File: src/rtl/crop_ctrl.sv
// crop_ctrl: raster tracker and crop-window controller for the crop datapath.
// Tracks (x,y) over an IN_ROWS x IN_COLS stream, flags pixels inside the
// active window, and swaps in a validated pending window only at frame
// boundaries so a frame never mixes two windows.
module crop_ctrl #(
    parameter int IN_ROWS  = 40,
    parameter int IN_COLS  = 40,
    parameter int DEF_Y1   = 10,
    parameter int DEF_X1   = 10,
    parameter int DEF_ROWS = 20,
    parameter int DEF_COLS = 20,
    localparam int CW = $clog2(IN_COLS + 1),
    localparam int RW = $clog2(IN_ROWS + 1)
) (
    input  logic          clk,
    input  logic          reset,
    input  logic          in_valid,
    input  logic          out_ready,
    input  logic          abort,
    input  logic          cfg_valid,
    output logic          cfg_ready,
    input  logic [RW-1:0] cfg_y1,
    input  logic [RW-1:0] cfg_rows,
    input  logic [CW-1:0] cfg_x1,
    input  logic [CW-1:0] cfg_cols,
    output logic          cfg_err,
    output logic [RW-1:0] act_y1,
    output logic [RW-1:0] act_rows,
    output logic [CW-1:0] act_x1,
    output logic [CW-1:0] act_cols,
    output logic [CW-1:0] x,
    output logic [RW-1:0] y,
    output logic          keep,
    output logic          sof,
    output logic          eof,
    output logic          win_last,
    output logic          busy,
    output logic [15:0]   frame_cnt
);

    typedef enum logic [0:0] {
        S_IDLE   = 1'b0,
        S_ACTIVE = 1'b1
    } state_t;

    state_t        r_state;
    state_t        w_state_nxt;

    logic [CW-1:0] r_x;
    logic [RW-1:0] r_y;
    logic [15:0]   r_frame_cnt;
    logic [RW-1:0] r_act_y1, r_act_rows, r_pend_y1, r_pend_rows;
    logic [CW-1:0] r_act_x1, r_act_cols, r_pend_x1, r_pend_cols;
    logic          r_pend_valid;
    logic          r_cfg_err;

    logic          w_beat, w_col_last, w_row_last, w_last_px;
    logic          w_hs, w_bad, w_apply;
    logic [RW:0]   w_cfg_y_end, w_act_y_end, w_y_ext;
    logic [CW:0]   w_cfg_x_end, w_act_x_end, w_x_ext;
    logic          w_in_y, w_in_x;

    // Beat qualification, frame position and window-membership decode.
    always_comb begin
        w_beat      = in_valid & out_ready & ~abort;
        w_col_last  = (r_x == CW'(IN_COLS - 1));
        w_row_last  = (r_y == RW'(IN_ROWS - 1));
        w_last_px   = w_col_last & w_row_last;
        // Sums are one bit wider than the operands so they cannot wrap.
        w_cfg_y_end = {1'b0, cfg_y1} + {1'b0, cfg_rows};
        w_cfg_x_end = {1'b0, cfg_x1} + {1'b0, cfg_cols};
        w_act_y_end = {1'b0, r_act_y1} + {1'b0, r_act_rows};
        w_act_x_end = {1'b0, r_act_x1} + {1'b0, r_act_cols};
        w_y_ext     = {1'b0, r_y};
        w_x_ext     = {1'b0, r_x};
        w_in_y      = (r_y >= r_act_y1) & (w_y_ext < w_act_y_end);
        w_in_x      = (r_x >= r_act_x1) & (w_x_ext < w_act_x_end);
        w_bad       = (cfg_rows == '0) | (cfg_cols == '0) |
                      (w_cfg_y_end > (RW + 1)'(IN_ROWS)) |
                      (w_cfg_x_end > (CW + 1)'(IN_COLS));
        // The handshake can only happen with no pending entry, so a new
        // window is never applied on the edge it is accepted.
        w_hs        = cfg_valid & ~r_pend_valid;
        w_apply     = (w_beat & w_last_px) | abort | ((r_state == S_IDLE) & ~w_beat);
    end

    // Next-state logic: abort forces IDLE, the last-pixel beat ends a frame.
    always_comb begin
        w_state_nxt = r_state;
        if (abort) begin
            w_state_nxt = S_IDLE;
        end else if (w_beat) begin
            // A 1x1 frame starts and ends on the same beat and stays IDLE.
            if (w_last_px) begin
                w_state_nxt = S_IDLE;
            end else begin
                w_state_nxt = S_ACTIVE;
            end
        end else begin
            w_state_nxt = r_state;
        end
    end

    // State register.
    always_ff @(posedge clk or posedge reset) begin
        if (reset) begin
            r_state <= S_IDLE;
        end else begin
            r_state <= w_state_nxt;
        end
    end

    // Raster counters and completed-frame counter.
    always_ff @(posedge clk or posedge reset) begin
        if (reset) begin
            r_x         <= '0;
            r_y         <= '0;
            r_frame_cnt <= 16'd0;
        end else if (abort) begin
            r_x <= '0;
            r_y <= '0;
        end else if (w_beat) begin
            if (w_col_last) begin
                r_x <= '0;
                if (w_row_last) begin
                    r_y         <= '0;
                    r_frame_cnt <= r_frame_cnt + 16'd1;
                end else begin
                    r_y <= r_y + RW'(1);
                end
            end else begin
                r_x <= r_x + CW'(1);
            end
        end
    end

    // Pending shadow capture, rejection pulse, and frame-boundary apply.
    always_ff @(posedge clk or posedge reset) begin
        if (reset) begin
            r_act_y1     <= RW'(DEF_Y1);
            r_act_x1     <= CW'(DEF_X1);
            r_act_rows   <= RW'(DEF_ROWS);
            r_act_cols   <= CW'(DEF_COLS);
            r_pend_y1    <= '0;
            r_pend_x1    <= '0;
            r_pend_rows  <= '0;
            r_pend_cols  <= '0;
            r_pend_valid <= 1'b0;
            r_cfg_err    <= 1'b0;
        end else begin
            r_cfg_err <= w_hs & w_bad;
            if (w_hs & ~w_bad) begin
                r_pend_y1    <= cfg_y1;
                r_pend_x1    <= cfg_x1;
                r_pend_rows  <= cfg_rows;
                r_pend_cols  <= cfg_cols;
                r_pend_valid <= 1'b1;
            end else if (r_pend_valid & w_apply) begin
                r_act_y1     <= r_pend_y1;
                r_act_x1     <= r_pend_x1;
                r_act_rows   <= r_pend_rows;
                r_act_cols   <= r_pend_cols;
                r_pend_valid <= 1'b0;
            end
        end
    end

    assign cfg_ready = ~r_pend_valid;
    assign cfg_err   = r_cfg_err;
    assign act_y1    = r_act_y1;
    assign act_x1    = r_act_x1;
    assign act_rows  = r_act_rows;
    assign act_cols  = r_act_cols;
    assign x         = r_x;
    assign y         = r_y;
    assign busy      = (r_state == S_ACTIVE);
    assign frame_cnt = r_frame_cnt;
    assign keep      = w_beat & w_in_y & w_in_x;
    assign sof       = w_beat & (r_x == '0) & (r_y == '0);
    assign eof       = w_beat & w_last_px;
    assign win_last  = w_beat & ((w_y_ext + (RW + 1)'(1)) == w_act_y_end) &
                       ((w_x_ext + (CW + 1)'(1)) == w_act_x_end);

endmodule

File: config.mk
export PLATFORM = sky130hd
export DESIGN_NAME = crop_ctrl
export DESIGN_NICKNAME = d
export VERILOG_FILES = /design/src/rtl/crop_ctrl.sv
export SDC_FILE = /design/constraint.sdc
export NUM_CORES = 1
export LEC_CHECK = 0
export ABC_AREA = 1
export BUFFER_PORTS_ARGS = -buffer_cell sky130_fd_sc_hd__buf_4
export CORE_UTILIZATION = 45
export CTS_CLUSTER_SIZE = 25
export DETAILED_ROUTE_END_ITERATION = 6
export PLACE_DENSITY_LB_ADDON = 0.2
export REMOVE_ABC_BUFFERS = 1
export SYNTH_ARGS = -nofsm -noshare
export SYNTH_HDL_FRONTEND = slang
export SYNTH_SLANG_ARGS = --single-unit
File: constraint.sdc
create_clock -name clk -period 2.3 [get_ports clk]
set_input_delay 0.115 -clock clk [delete_from_list [all_inputs] [get_ports clk]]
set_output_delay 0.115 -clock clk [all_outputs]
set_load 0.02 [all_outputs]
==> Word level (Yosys, flattened, before mapping) <==
Index checks and enable logic that the tools add are counted.
{ "word_totals": {"regBits": 79, "word_cells": 83, "output_inout_bits": 59, "inputBits": 30} }
{ "classes": {"bitwise_logic": 28, "reduce_logical": 10, "n_eq_ne": 4, "n_lt_le_gt_ge": 6, "add_sub_neg": 9, "n_mux": 12} }
{ "op_table": {"columns": ["op", "n"], "rows": [
  ["2-to-1 mux 6 bit", 7],
  ["adder 6 x 6 -> 7 bit", 4],
  ["logical NOT 6 bit", 4],
  ["AND 1 bit", 17],
  ["adder 16 x 1 -> 16 bit, second input constant", 1],
  ["adder 6 x 1 -> 7 bit, second input constant", 2],
  ["== test 7 bit", 2],
  ["> comparator 7 x 6 -> 1 bit, second input constant", 2],
  ["less-than comparator 6 x 7 -> 1 bit", 2],
  ["adder 6 x 1 -> 6 bit, second input constant", 2],
  ["== test 6 bit, second input constant", 2],
  ["greater-or-equal comparator 6 bit", 2],
  ["inverter 1 bit", 6],
  ["nonzero test 2 bit", 3],
  ["2-to-1 mux 1 bit", 5],
  ["OR 1 bit", 5],
  ["AND reduction 2 bit", 2],
  ["AND reduction 4 bit", 1]
]} }

==> Longest topological paths before layout <==
{ "depth": {"word_depth": 8, "depth_mapped": 14, "depth_no_buf": 14} }

==> Least setup slack after synthesis <==
No wires, ideal clock.
{ "synth_timing": {"path_type": "reg2out", "start": "register r_act_y1[0] (netlist: act_y1[0])", "end": "output keep", "t_arrival_ns": 2.398, "n_path_buf": 0, "t_required_ns": 2.185, "path_slack_ns": -0.213, "stages_incl_launch_ff": 13, "cell_sequence": "dfrtp_1 ha_1 fa_1 nand3_1 nand3_1 nand2_1 nand2_1 ha_1 a21oi_1 nor3_1 a21oi_1 nand3_1 nor2_1"} }
{ "synth_between": {"elab_chain_cells": 5, "word_cells_on_any_way": 6, "classes_between": "1 x add/sub; 2 x order compare; 3 x bitwise"} }
{ "synth_rtl": {"columns": ["element", "line", "rtl"], "rows": [
  ["from (decl)", "52", "logic [RW-1:0] r_act_y1, r_act_rows, r_pend_y1, r_pend_rows;"],
  ["from (signal assigned)", "140", "r_act_y1 <= RW'(DEF_Y1);"],
  ["from (signal assigned)", "159", "r_act_y1 <= r_pend_y1;"],
  ["adder 6 x 6 -> 7 bit", "72", "w_act_y_end = {1'b0, r_act_y1} + {1'b0, r_act_rows};"],
  ["less-than comparator 6 x 7 -> 1 bit", "76", "w_in_y = (r_y >= r_act_y1) & (w_y_ext < w_act_y_end);"],
  ["AND 1 bit *", "76", null],
  ["AND 1 bit * (2 in series)", "178", "assign keep = w_beat & w_in_y & w_in_x;"],
  ["to (decl)", "33", "output logic keep,"]
]} }
Every way passes the cells marked *; elsewhere a longest branch is shown, timed or not.

==> Worst setup path in the final report <==
Same ends and word-level chain as after synthesis.

==> reports/qor.yml <==
placement:
  dpl-instance-area_sq_um: 6670
  hpwlAfterDp_um: 10700
  place_congestion: 0.920
  pre_cts_ws_ns: -0.191
  io_buffers: 88
  dpl.cell_count: 992
clock_tree:
  clock_sinks: 79
  cts_made_buffers: 9
  cts_buffer_depth: 2
  clk_pin_slew_worst_paths_ns: 0.06
  cts-root-buf: "clkbuf_16"
  clock_latency_ns: 0.34
  cts_tree: "yes"
  cts_max_level: 3
logic_synthesis:
  yosysMostFrequentCell: "nand2_1"
  synth_ff_type: "dfrtp_1"
  ys_top_cells_by_area: "dfrtp_1 (32%), nand2_1 (15%), ha_1 (12%), inv_1 (6.7%), nand4_1 (5.1%)"
  ys_ff_latch: 79
  yosysUniqueCellTypes: 37
  ys_seq_area_frac: 0.362
  synth_top_family_by_area: "simple AND/OR/NAND/NOR gates"
  yosys.area.top_type_share: 0.324
  synth_compound_area_frac: 0.0618
  synthMuxAreaShare: 0
  synthSimpleGateAreaFrac: 0.319
  synth_area_sq_um: 5480
  synth_fa_ha_area_frac: 0.136
  synth_edf_count: 0
  synth_cells: 720
  avgSynthCellArea_sq_um: 7.62
  yosys_warnings: 0
  synth_top_area_cell: "dfrtp_1"
  async_reset_ff_frac: 1.00
  yosys-top-cells-count: "nand2_1 (221), inv_1 (98), dfrtp_1 (71), ha_1 (53), nor2_1 (46)"
  synth_xor_area_frac: 0.0351
power:
  power_mw: 7.77
  p_leak_nw: 3.95
  p_per_area_nw_per_um2: 1070
  peakVddDrop_mv: 0.459
layout:
  drive_gt1_frac: 0.256
  syn2layout_area_growth_pct: 31.8
  diodes: 0
  n_fill_cell: 1022
  stdcell_area_sq_um: 7230
  finalNetCount: 958
  final_cells: 1019
  multi_input_area_sq_um: 3170
  final-seq-area_sq_um: 1990
critical_path:
  critPathCaptureType: "output pin"
  slowest_stage: "fa_2"
  max_stage_delay_ns: 0.43
  worstPathRequired_ns: 2.18
  worstSetupStartpointType: "flip-flop"
  crit_chain: "ha_4 -> fa_2 -> nand3_2 -> nand3_2 -> nand2_2 -> nand2_2 -> ha_4 -> a21oi_4 -> nor3_2 -> a21oi_1 -> nand3_1 -> nor2_2 -> buf_6"
  cp_max_fo: 3
  r2r_cells: 10
  arrival_ns: 2.65
  path_class: "flip-flop to output pin"
sta:
  drv_slew: 0
  rsz0062_at_grt: "true"
  tightest_slew_ns: 0.414
  max_slew_margin: 0.724
  setup_viol: 2
  setup_slack_ns: -0.467
  fin_skew_ns: 0.00918
  fmax_ghz: 0.361
  post-route-period-util: 1.20
  hold_viol_final: 0
  fin_crit_ns: 2.77
min_path:
  hold_class: "input port to flip-flop"
  hold_depth: 3
outcome:
  status: "finished with violations"
  failed_checks: "negative setup slack"
route:
  first_iter_violations: 313
  drc: 0
  antenna_left: 0
  wl_per_cell_um: 13.8
  drtPass1Iterations: 4
  routed_via_density: 5.14
  postRouteWirelength_um: 14000
  vias: 5240
global_routing:
  grt_pass1_wl_um: 23700
  grt_overflow: 0
  grtUsageTotal: 0.235
  grt_pass1_vias: 5058
  antenna_found_initial: 0
  grt_max_degree: 80
job:
  maxCapViolCount: 0
die:
  core_area_sq_um: 11700
  die_area_sq_um: 12600
  die_w_um: 112
  die-height_um: 112
  ios: 89
  num_rows: 39
  start_util: 0.470
==> critical path: cells and delay by family (launching register included) <==
family	cells	cell delay, ns
adders and majority gates	3	0.84
and+or+nand+nor	7	0.67
DFF	1	0.41
AOI/OAI and AO/OA	2	0.24
buffers and inverters	1	0.14
==> per-layer routing <==
layer / up-vias / wire (um) / GRT usage
met2: 143 / 6430 / 0.384
li1: 2665 / - / -
met4: 0 / 313 / 0.0898
met3: 34 / 530 / 0.0254
met1: 2398 / 6750 / 0.322
met5: - / 0 / 0
==> final timing paths <==
| kind | startpoint | slack, ns | to |
|---|---|---|---|
| max | act_y1[0] | -0.47 | keep |
| min | cfg_y1[3] | 0.03 | r_pend_y1[3] |
| max reg2reg | y[0] | 0.16 | frame_cnt[10] |
| min in group asynchronous | reset | 0.42 | r_pend_rows[4] |
| max in group asynchronous | reset | 1.53 | act_y1[1] |
| min reg2reg | r_pend_y1[5] | 0.47 | r_pend_y1[5] |
==> report_power, final <==
part	internal [mW]	total (mW)	leakage, nW	switching, mW
clock	0.959	1.56	0.150	0.598
sequential	1.84	2.13	0.994	0.292
combinational	1.91	4.08	2.81	2.18
==> area by class of cell <==
class	instances	share of cell area
multi-input combinational	524	0.438
sequential	79	0.275
timing repair buffer	156	0.165
inverter	101	0.0526
clock buffer	10	0.0317
tap	143	0.0248
clock inverter	6	0.0128
==> layout by cell type, fill, tap and decap left out, types with 3 or more instances in the layout <==
cell / Yosys / layout
ha_4: 0 / 6
dfrtp_1: 71 / 69
buf_4: 3 / 153
nand3_1: 41 / 39
xnor2_1: 7 / 5
nor2_1: 46 / 45
nand2_2: 2 / 5
dfstp_2: 8 / 8
nand4_1: 45 / 45
nor3_1: 7 / 6
a21oi_1: 23 / 20
o21ai_0: 19 / 18
inv_1: 98 / 95
nand2_1: 221 / 218
clkbuf_16: 0 / 9
o22ai_1: 9 / 9
nor2_2: 4 / 5
inv_2: 2 / 5
o211ai_1: 3 / 3
xor2_1: 15 / 15
ha_1: 53 / 46
nand3b_1: 7 / 7
==> through the flow <==
step / util / hold WS [ns] / TNS (ns)
2_1_floorplan: - / 0.267 / -1.77
3_3_place_gp: 0.572 / 0.252 / -0.150
3_5_place_dp: 0.572 / 0.253 / -0.191
4_1_cts: 0.614 / 0.0270 / -0.764
5_1_grt: 0.620 / 0.0387 / -1.15
6_report: 0.620 / 0.0320 / -0.872
==> sequential cells by signal, indices dropped and copies added (netlist names) <==
name          cells
act_cols          6
act_rows          6
act_x1            6
act_y1            6
busy              1
cfg_err           1
frame_cnt        16
r_pend_cols       6
r_pend_rows       6
r_pend_valid      1
r_pend_x1         6
r_pend_y1         6
x                 6
y                 6
==> repair_timing <==
item	4_1_cts	5_1_grt
hold buffers	1	0
gates resized for setup	21	9
setup endpoints to repair	2	4
buffers inserted	7	3
pin swaps	15	13
hold endpoints to repair	71	0
==> cells by family (layout without fill, tap and decap cells) <==
| kind of cell | count (synthesis) | in the layout |
|---|---|---|
| adder cells (fa/ha/maj) | 57 | 57 |
| flip-flops | 79 | 79 |
| AND/OR/NAND/NOR | 385 | 385 |
| buffers and inverters | 117 | 273 |
| XOR/XNOR | 22 | 22 |
| AO/OA/AOI/OAI | 60 | 60 |
No activity file was read; power rests on OpenSTA's default activity.
